**src/rtl/sram_arbiter.sv**
```systemverilog
// Two-requester round-robin sequencer for one single-port synchronous sram (registered read).
// Optional per-requester grant counters are enabled by defining SRAM_ARB_STATS_EN.
module sram_arbiter #(
    parameter int ADDR_WIDTH = 8,
    parameter int DATA_WIDTH = 8
) (
    input  logic                  i_clk,
    input  logic                  i_rst_n,
    input  logic                  i_a_req,
    input  logic                  i_a_write,
    input  logic [ADDR_WIDTH-1:0] i_a_addr,
    input  logic [DATA_WIDTH-1:0] i_a_wdata,
    output logic                  o_a_ack,
    output logic [DATA_WIDTH-1:0] o_a_rdata,
    input  logic                  i_b_req,
    input  logic                  i_b_write,
    input  logic [ADDR_WIDTH-1:0] i_b_addr,
    input  logic [DATA_WIDTH-1:0] i_b_wdata,
    output logic                  o_b_ack,
    output logic [DATA_WIDTH-1:0] o_b_rdata,
    output logic [ADDR_WIDTH-1:0] o_mem_addr,
    output logic                  o_mem_write,
    output logic [DATA_WIDTH-1:0] o_mem_wdata,
    input  logic [DATA_WIDTH-1:0] i_mem_rdata
`ifdef SRAM_ARB_STATS_EN
    ,
    output logic [15:0]           o_a_grants,
    output logic [15:0]           o_b_grants
`endif
);

    typedef enum logic [1:0] {IDLE, EXEC, RCAP, ACK} state_e;

    state_e                state_q, state_d;
    logic                  owner_q, owner_d;   // 0 = A, 1 = B
    logic                  last_q, last_d;     // requester granted most recently
    logic [ADDR_WIDTH-1:0] mem_addr_q, mem_addr_d;
    logic                  mem_write_q, mem_write_d;
    logic [DATA_WIDTH-1:0] mem_wdata_q, mem_wdata_d;
    logic                  a_ack_q, a_ack_d;
    logic                  b_ack_q, b_ack_d;
    logic [DATA_WIDTH-1:0] a_rdata_q, a_rdata_d;
    logic [DATA_WIDTH-1:0] b_rdata_q, b_rdata_d;
    logic                  grant;
    logic                  win_b;

    always_comb begin
        state_d     = state_q;
        owner_d     = owner_q;
        last_d      = last_q;
        mem_addr_d  = mem_addr_q;
        mem_write_d = mem_write_q;
        mem_wdata_d = mem_wdata_q;
        a_ack_d     = 1'b0;
        b_ack_d     = 1'b0;
        a_rdata_d   = a_rdata_q;
        b_rdata_d   = b_rdata_q;
        grant       = 1'b0;
        // Under contention B wins unless B was the last one served.
        win_b       = i_b_req & (~i_a_req | ~last_q);

        case (state_q)
            IDLE: begin
                mem_write_d = 1'b0;
                if (i_a_req || i_b_req) begin
                    grant       = 1'b1;
                    owner_d     = win_b;
                    last_d      = win_b;
                    mem_addr_d  = win_b ? i_b_addr  : i_a_addr;
                    mem_wdata_d = win_b ? i_b_wdata : i_a_wdata;
                    mem_write_d = win_b ? i_b_write : i_a_write;
                    state_d     = EXEC;
                end
            end
            EXEC: begin
                if (mem_write_q) begin
                    mem_write_d = 1'b0;
                    a_ack_d     = ~owner_q;
                    b_ack_d     = owner_q;
                    state_d     = ACK;
                end else begin
                    state_d = RCAP;
                end
            end
            RCAP: begin
                if (owner_q) begin
                    b_rdata_d = i_mem_rdata;
                    b_ack_d   = 1'b1;
                end else begin
                    a_rdata_d = i_mem_rdata;
                    a_ack_d   = 1'b1;
                end
                state_d = ACK;
            end
            ACK: begin
                state_d = IDLE;
            end
            default: begin
                state_d     = IDLE;
                mem_write_d = 1'b0;
            end
        endcase
    end

    always_ff @(posedge i_clk or negedge i_rst_n) begin
        if (!i_rst_n) begin
            state_q     <= IDLE;
            owner_q     <= 1'b0;
            last_q      <= 1'b0;
            mem_addr_q  <= '0;
            mem_write_q <= 1'b0;
            mem_wdata_q <= '0;
            a_ack_q     <= 1'b0;
            b_ack_q     <= 1'b0;
            a_rdata_q   <= '0;
            b_rdata_q   <= '0;
        end else begin
            state_q     <= state_d;
            owner_q     <= owner_d;
            last_q      <= last_d;
            mem_addr_q  <= mem_addr_d;
            mem_write_q <= mem_write_d;
            mem_wdata_q <= mem_wdata_d;
            a_ack_q     <= a_ack_d;
            b_ack_q     <= b_ack_d;
            a_rdata_q   <= a_rdata_d;
            b_rdata_q   <= b_rdata_d;
        end
    end

    assign o_mem_addr  = mem_addr_q;
    assign o_mem_write = mem_write_q;
    assign o_mem_wdata = mem_wdata_q;
    assign o_a_ack     = a_ack_q;
    assign o_b_ack     = b_ack_q;
    assign o_a_rdata   = a_rdata_q;
    assign o_b_rdata   = b_rdata_q;

`ifdef SRAM_ARB_STATS_EN
    logic [15:0] a_grants_q, a_grants_d;
    logic [15:0] b_grants_q, b_grants_d;

    // Saturating counts of grant edges per requester.
    always_comb begin
        a_grants_d = a_grants_q;
        b_grants_d = b_grants_q;
        if (grant && !win_b && a_grants_q != 16'hFFFF) begin
            a_grants_d = a_grants_q + 16'd1;
        end
        if (grant && win_b && b_grants_q != 16'hFFFF) begin
            b_grants_d = b_grants_q + 16'd1;
        end
    end

    always_ff @(posedge i_clk or negedge i_rst_n) begin
        if (!i_rst_n) begin
            a_grants_q <= 16'd0;
            b_grants_q <= 16'd0;
        end else begin
            a_grants_q <= a_grants_d;
            b_grants_q <= b_grants_d;
        end
    end

    assign o_a_grants = a_grants_q;
    assign o_b_grants = b_grants_q;
`endif

endmodule

```
**config.mk**
```make
export PLATFORM = sky130hd
export DESIGN_NAME = sram_arbiter
export DESIGN_NICKNAME = d
export VERILOG_FILES = /design/src/rtl/sram_arbiter.sv
export SDC_FILE = /design/constraint.sdc
export NUM_CORES = 1
export LEC_CHECK = 0
export ABC_AREA = 1
export BUFFER_PORTS_ARGS = -buffer_cell sky130_fd_sc_hd__clkbuf_2
export CAP_MARGIN = 25
export CELL_PAD_IN_SITES_DETAIL_PLACEMENT = 1
export CELL_PAD_IN_SITES_GLOBAL_PLACEMENT = 1
export CORE_MARGIN = 3
export CORE_UTILIZATION = 33
export CTS_CLUSTER_DIAMETER = 60
export DETAILED_ROUTE_END_ITERATION = 8
export PLACE_DENSITY = 0.82
export SETUP_SLACK_MARGIN = 0.1
export SLEW_MARGIN = 20
export SYNTH_ARGS = -nofsm -noshare
export SYNTH_HDL_FRONTEND = slang
export SYNTH_SLANG_ARGS = --single-unit
```
**constraint.sdc**
```tcl
create_clock -name i_clk -period 1.7 [get_ports i_clk]
set_clock_uncertainty 0.05 [all_clocks]
set_input_delay 0.425 -clock i_clk [delete_from_list [all_inputs] [get_ports i_clk]]
set_output_delay 0.425 -clock i_clk [all_outputs]
set_load 0.02 [all_outputs]
```
After elaboration in Yosys (flattened, before gate mapping)
Cells that the tools add are included.

Add/sub/neg operators: 0. $mul: 0. Div/mod/pow operators: 0. $lt $le $gt $ge: 0. Equality and inequality tests: 4. Shift operators: 0. Mux-type cells: 14. Bitwise operators: 4. Reductions and logical operators: 6.

Operators with widths (count): 2-to-1 mux 8 bit (2); one-hot mux 2 bit (4 select lines) (1); 2-to-1 mux 1 bit (7); one-hot mux 1 bit (2 select lines) (3); AND reduction 2 bit (3); equality test 2 bit (second input constant) (2); equality test 2 x 1 -> 1 bit (second input constant) (1); logical NOT 2 bit (1); 2-to-1 mux 2 bit (1); != test 2 bit (second input constant) (1); inverter 1 bit (2); nonzero test 2 bit (1); AND 1 bit (1); logical OR 1 bit (1); OR 1 bit (1).

Flip-flop bits (word level): 38. Bits in latches: 0. Memory bits (writable): 0. ROM bits: 0. Input port bits: 46. Output and inout bits: 35. Logic and storage cells: 37. Memories: 0.

Logic depth before layout (Yosys ltp)
Gate-level depths: netlist (run 1).

Depth after elaboration: 6. Depth in mapped cells: 8. Gate-level depth less buffers: 7.

Worst setup path before layout (run 1)
OpenSTA, ideal clock, no wires.

Kind: register to register. Start point: register state_q[0]. End point: register mem_addr_q[0], in the netlist o_mem_addr[0]. Arrival time: 1.207 ns. Setup slack: 0.323 ns. Stages on the path, launching flop included: 9. Clock period less this slack: 1.377 ns. Path through: dfrtp_1 -> inv_1 -> ha_1 -> inv_2 -> nor2_8 -> inv_6 -> buf_8 -> nand2_1 -> o21ai_2.

Longest elaborated chain between the ends: 2.

Ends and longest elaborated chain: from (decl) (RTL line 34) `state_e state_q, state_d;`; from (signal assigned) (RTL line 118) `state_q <= state_d;`; logical NOT 2 bit (RTL line 62) `case (state_q)`; AND reduction 2 bit (no line); to (signal assigned) (RTL line 121) `mem_addr_q <= mem_addr_d;`; to (decl) (RTL line 37) `logic [ADDR_WIDTH-1:0] mem_addr_q, mem_addr_d;`.

No other way between the ends. A chain may end at the register's enable or synchronous reset.

Final worst setup path (run 1)
Start point: register state_q[0]. End point: register a_rdata_q[5], in the netlist o_a_rdata[5].

Longest elaborated chain between the ends: 2.

Ends and longest elaborated chain: equality test 2 bit (RTL line 62); AND reduction 2 bit (no line); to (signal assigned) (RTL line 126) `a_rdata_q <= a_rdata_d;`; to (decl) (RTL line 42) `logic [DATA_WIDTH-1:0] a_rdata_q, a_rdata_d;`.

No other way between the ends.

==> flow_metrics.env, run 1 <==
export IMPL_placed_cells=364
export IMPL_synth_area_leader_cell="dfrtp_1"
export IMPL_numClockSinks=38
export IMPL_worstSetupStartpointType="register"
export IMPL_instances_no_fill=377
export IMPL_yosys_warnings=0
export IMPL_synthXorXnorAreaFrac_pct=0
export IMPL_grt_ovfl_total=0
export IMPL_synth_area_mux_share_pct=0
export IMPL_post_drt_wl_per_cell_um=12.16
export IMPL_r2r_cells=4
export IMPL_antenna_found_initial=0
export IMPL_total_power_mw=4.617
export IMPL_die_h_um=80.33
export IMPL_synth_top_family_by_area="simple AND/OR/NAND/NOR gates"
export IMPL_synth_area_mm2=0.001823
export IMPL_rows=26
export IMPL_cap_violations=0
export IMPL_via_per_inst=4.414
export IMPL_die_w_um=80.33
export IMPL_leakagePower_nw=1.393
export IMPL_worst_r2r_setup_slack_ns=0.20
export IMPL_status="completed"
export IMPL_cts_tree="yes"
export IMPL_dpl_cell_area_mm2=0.002268
export IMPL_postCtsSetupBuffers=0
export IMPL_irDropWorstVdd_mv=0.6526
export IMPL_insertion_delay_ns=0.29
export IMPL_cts_hold_buf=0
export IMPL_setup_violations=0
export IMPL_power_density_mw_per_mm2=1901
export IMPL_synth_fp_nets=269
export IMPL_synth_compound_area_share_pct=11.74
export IMPL_fillers=671
export IMPL_yosysTopAreaCellShare_pct=52.16
export IMPL_postRouteAntennaNets=0
export IMPL_start_util_pct=34.81
export IMPL_crit_type="reg -> reg"
export IMPL_routabilityCongestion=0.7006
export IMPL_synth_area_leaders="dfrtp_1 (52%), nand2_1 (16%), inv_1 (6.0%)"
export IMPL_clockRootBuffer="clkbuf_8"
export IMPL_synth_cell_types=20
export IMPL_r2r_end="o_a_rdata[5]"
export IMPL_rsz0062_at_grt="yes"
export IMPL_die_area_mm2=0.006452
export IMPL_relSlewSlack_pct=67.17
export IMPL_cp_arrival_ns=1.65
export IMPL_ioPinCount=81
export IMPL_slew_viol_final=0
export IMPL_synth_simple_area_share_pct=22.86
export IMPL_core_area_mm2=0.005238
export IMPL_grt_pass1_wl_mm=7.438
export IMPL_areaGrowthSynthToFinish_pct=33.22
export IMPL_clk_path_buf_depth=2
export IMPL_drt_wl_total_mm=4.585
export IMPL_avgSynthCellArea_um2=8.324
export IMPL_worst_setup_path_end_kind="register"
export IMPL_synth_fa_ha_area_share_pct=2.745
export IMPL_worstPathMaxFanout=16
export IMPL_worst_pin_slew_ns=0.4925
export IMPL_grt_pass1_vias=1671
export IMPL_fmax_mhz=664.5
export IMPL_drt_iter0_markers=46
export IMPL_port_buffers=80
export IMPL_grt_usage_pct=14.71
export IMPL_h_tree_depth=2
export IMPL_drcViolationCount=0
export IMPL_post_route_util_pct=46.37
export IMPL_drive_gt1_share_pct=35.18
export IMPL_hp_class="in -> async"
export IMPL_synth_seq_cells=38
export IMPL_hold_violations=0
export IMPL_cts_buffers=5
export IMPL_worst_ep_required_time_ns=1.84
export IMPL_fin_setup_tns_ns=0
export IMPL_cts_resized=0
export IMPL_hpwl_mm=3.471
export IMPL_n_antenna_cell=0
export IMPL_synthCells=219
export IMPL_grt_max_degree=39
export IMPL_stdcell_area_mm2=0.002429
export IMPL_layout_nets=356
export IMPL_period_share_pct=88.53
export IMPL_clk_pin_slew_ns=0.08
export IMPL_period_needed_ns=1.505
export IMPL_firstDrtPassIters=4
export IMPL_ys_seq_area_share_pct=52.16
export IMPL_r2r_start="state_q[0]"
export IMPL_vias=1664
-- worst max-delay path: stages (launching register included) --
cell and delay [ns]:
dfrtp_1 0.41, inv_1 0.12, ha_1 0.21, nand2_1 0.30
o21ai_0 0.31
-- sequential cells by signal (all words and copies together), names as in the netlist --
name,count
state_q,2
o_a_ack,1
o_mem_write,1
o_mem_addr,8
o_a_rdata,8
o_b_ack,1
o_mem_wdata,8
o_b_rdata,8
last_q,1
-- through the flow --
| stage | setup slack (ns) | hold slack (ns) |
|---|---|---|
| finish | 0.1950 | 0.1170 |
| global route | 0.009744 | 0.1676 |
| CTS | 0.1248 | 0.1389 |
| detailed placement | 0.1265 | 0.4243 |
| global placement | 0.2078 | 0.4167 |
| floorplan | 0.3232 | 0.07941 |
-- routing by layer --
layer	up-vias	global-route usage, %	wire [um]
li1	840	-	-
met1	760	18.06	2053
met2	60	25.25	2179
met3	4	4.372	316
met4	0	3.547	35
met5	-	0	0
-- cell families after synthesis --
family,count (synthesis)
fa+ha+maj,4
simple gates,103
buf+inv,38
flops,38
compound gates,36
-- layout by cell type, fill, tap and decap left out, types with 2 or more instances in the layout --
master,count
o21ai_2,9
o21ai_0,18
ha_1,4
clkbuf_2,80
o21ai_1,8
buf_4,5
nand2_1,77
clkbuf_8,5
inv_1,29
buf_12,2
nor3_1,3
dfrtp_1,38
nor2_1,18
-- worst max-delay path by stage --
stage | slack (ns) | cells after the start | endpoint | start
floorplan | 0.32 | 8 | o_mem_addr[0] | state_q[0]
global placement | 0.21 | 7 | o_mem_addr[7] | state_q[1]
detailed placement | 0.13 | 7 | o_mem_addr[0] | state_q[1]
CTS | 0.12 | 7 | o_mem_addr[0] | state_q[1]
global route | 0.01 | 5 | o_a_rdata[5] | state_q[0]
finish | 0.20 | 4 | o_a_rdata[5] | state_q[0]
-- cell type report --
| class | instances | area [um2] | share of cell area [%] |
|---|---|---|---|
| Sequential cell | 38 | 950.9 | 39.16 |
| Multi-Input combinational cell | 143 | 680.7 | 28.03 |
| Inverter | 31 | 121.4 | 4.997 |
| Timing Repair Buffer | 87 | 478.0 | 19.68 |
| Clock buffer | 6 | 72.57 | 2.988 |
| Clock inverter | 2 | 37.54 | 1.546 |
| Tap cell | 70 | 87.58 | 3.606 |
-- power breakdown --
part           total [mW]  switching, mW  internal, mW
logic                2.24           1.44         0.795
registers            1.61          0.258          1.35
clock network       0.766          0.328         0.438
total                4.62           2.03          2.59
-- Yosys cell counts --
| library cell | n |
|---|---|
| inv_6 | 1 |
| o21ai_1 | 8 |
| nand3_1 | 1 |
| o21ai_0 | 18 |
| nand2_2 | 1 |
| inv_2 | 1 |
| buf_6 | 4 |
| nor2_1 | 18 |
| nand3b_1 | 1 |
| inv_1 | 29 |
| buf_8 | 1 |
| nor2_8 | 1 |
| nor2_2 | 1 |
| o21ai_2 | 9 |
| a21oi_1 | 1 |
| ha_1 | 4 |
| buf_2 | 2 |
| nand2_1 | 77 |
| nor3_1 | 3 |
| dfrtp_1 | 38 |
No activity file was read; power rests on OpenSTA's default activity.
==> inputs of run 2 (changes only) <==
==> constraint.sdc (replaced) <==
create_clock -name i_clk -period 1.7 [get_ports i_clk]
set_clock_uncertainty 0.05 [all_clocks]
set_input_delay 0.17 -clock i_clk [delete_from_list [all_inputs] [get_ports i_clk]]
set_output_delay 0.17 -clock i_clk [all_outputs]
set_load 0.02 [all_outputs]
==> run 2 against run 1 <==
Register-to-register slack worse by 0.05 ns. Sequential share of layout area grew 0.12 points. Die area did not move. Hold slack worse by 0.033 ns. Critical path type unchanged. Largest cell class unchanged.
==> flow_metrics.env, run 2 (synthesis results as in run 1) <==
export IMPL_grt_ovfl_total=0
export IMPL_most_common_layout_cells="clkbuf_2 (80), nand2_1 (77), dfrtp_1 (38), inv_1 (29)"
export IMPL_rsz0062_at_grt="yes"
export IMPL_hp_class="in -> reg"
export IMPL_ioPinCount=81
export IMPL_p_int_mw=2.466
export IMPL_numClockSinks=38
export IMPL_cp_arrival_ns=1.68
export IMPL_period_needed_ns=1.555
export IMPL_irDropWorstVdd_mv=0.6742
export IMPL_drt_iter0_markers=34
export IMPL_cts_buffers=5
export IMPL_via_per_inst=4.481
export IMPL_worstSetupStartpointType="register"
export IMPL_seqPwrFrac_pct=35.9
export IMPL_cap_violations=0
export IMPL_vias=1685
export IMPL_slew_viol_final=0
export IMPL_insertion_delay_ns=0.29
export IMPL_port_buffers=80
export IMPL_post_route_util_pct=46.23
export IMPL_seqCellArea_um2=950.9
export IMPL_hold_violations=0
export IMPL_drcViolationCount=0
export IMPL_grt_pass1_wl_mm=7.562
export IMPL_clk_pin_slew_ns=0.08
export IMPL_crit_type="reg -> reg"
export IMPL_antenna_found_initial=0
export IMPL_clock_power_share_pct=14.1
export IMPL_grt_pass1_vias=1663
export IMPL_status="completed"
export IMPL_die_h_um=80.33
export IMPL_cts_tree="yes"
export IMPL_firstDrtPassIters=4
export IMPL_rows=26
export IMPL_grt_usage_pct=15.12
export IMPL_clockRootBuffer="clkbuf_8"
export IMPL_die_area_mm2=0.006452
export IMPL_leakagePower_nw=1.384
export IMPL_relSlewSlack_pct=62.88
export IMPL_post_drt_wl_per_cell_um=12.83
export IMPL_clk_path_buf_depth=2
export IMPL_drt_wl_total_mm=4.823
export IMPL_fillers=685
export IMPL_total_power_mw=4.515
export IMPL_worst_setup_path_end_kind="register"
export IMPL_h_tree_depth=2
export IMPL_grt_max_degree=25
export IMPL_power_density_mw_per_mm2=1865
export IMPL_layout_nets=355
export IMPL_fmax_mhz=643.1
export IMPL_final_common_cell="clkbuf_2"
export IMPL_worst_ep_required_time_ns=1.82
export IMPL_areaGrowthSynthToFinish_pct=32.81
export IMPL_cts_resized=0
export IMPL_hpwl_mm=3.507
export IMPL_combPwrFrac_pct=50.0
export IMPL_period_share_pct=91.46
export IMPL_postRouteAntennaNets=0
export IMPL_worst_pin_slew_ns=0.5568
export IMPL_power_switching_mw=2.049
export IMPL_start_util_pct=34.81
export IMPL_drive_gt1_share_pct=34.64
export IMPL_routabilityCongestion=0.6990
export IMPL_setup_violations=0
export IMPL_switching_share_pct=45.38
export IMPL_multiInputGateArea_um2=691.9
export IMPL_n_antenna_cell=0
export IMPL_die_w_um=80.33
export IMPL_core_area_mm2=0.005238
export IMPL_worstPathMaxFanout=17
## run 2: changes by cell type in the layout (fill, tap and decap cells not counted)
cell / delta
clkbuf_8: +1
buf_12: +1
buf_4: -4
nor2_4: +1
clkinv_2: +1
bufinv_16: -1
dlygate4sd3_1: +1
clkinvlp_4: -1
## run 2: metrics by stage
stage	setup slack, ns	instance area [um2]	instances	TNS [ns]	hold slack (ns)
4_1_cts	0.1085	2382	373	0	0.08214
3_5_place_dp	0.1246	2281	364	0	0.1315
2_1_floorplan	0.3232	1823	219	0	-0.1756
3_3_place_gp	0.2077	2281	364	0	0.1307
5_1_grt	-0.04353	2421	376	-0.2028	0.09153
6_report	0.1451	2421	376	0	0.08372
## run 2: final cells by class
type / count / area share, %
clock buffers: 7 / 3.566
clock inverters: 1 / 0.2067
inverters: 31 / 5.013
multi-input cells: 144 / 28.58
flip-flops and latches: 38 / 39.28
well taps: 70 / 3.618
repair buffers: 85 / 19.74
## run 2: critical path, cell delays in order, from the launching register on
cell     delay [ns]
dfrtp_1        0.41
inv_1          0.16
ha_1           0.23
inv_2          0.12
nor2_8         0.20
inv_6          0.10
nand2_1        0.08
o21ai_1        0.08
## run 2: power groups by stage
stage | clock, mW | sequential [mW] | combinational [mW]
floorplan | 0 | 2.09 | 1.02
detailed placement | 0 | 1.63 | 2.18
global route | 0.700 | 1.68 | 2.52
CTS | 0.659 | 1.62 | 2.19
finish | 0.635 | 1.62 | 2.26
global placement | 0 | 1.63 | 2.10
## run 2: worst paths after layout
kind                         startpoint        endpoint  slack (ns)  cells after the start
min reg2reg                o_b_rdata[3]    o_b_rdata[3]        0.44                      2
max reg2reg                  state_q[1]          last_q        0.15                      7
min                        i_b_wdata[6]  o_mem_wdata[6]        0.08                      3
min in group asynchronous       i_rst_n  o_mem_wdata[5]        0.35                      2
max in group asynchronous       i_rst_n    o_a_rdata[3]        0.74                      3
max                          state_q[1]          last_q        0.15                      7
## run 2: repair_timing
item / CTS / global route
hold buffers: 1 / 0
endpoints found under the setup margin: 1 / 33
setup buffers: 0 / 2
gates cloned: 0 / 1
pin swaps: 1 / 1
hold endpoints to repair: 19 / 0
## run 2: routing by layer
layer | share of wire [%] | track usage [%]
met3 | 6.1 | 4.709
met2 | 50 | 25.17
met1 | 43 | 18.70
met5 | 0 | 0
met4 | 0.64 | 4.561
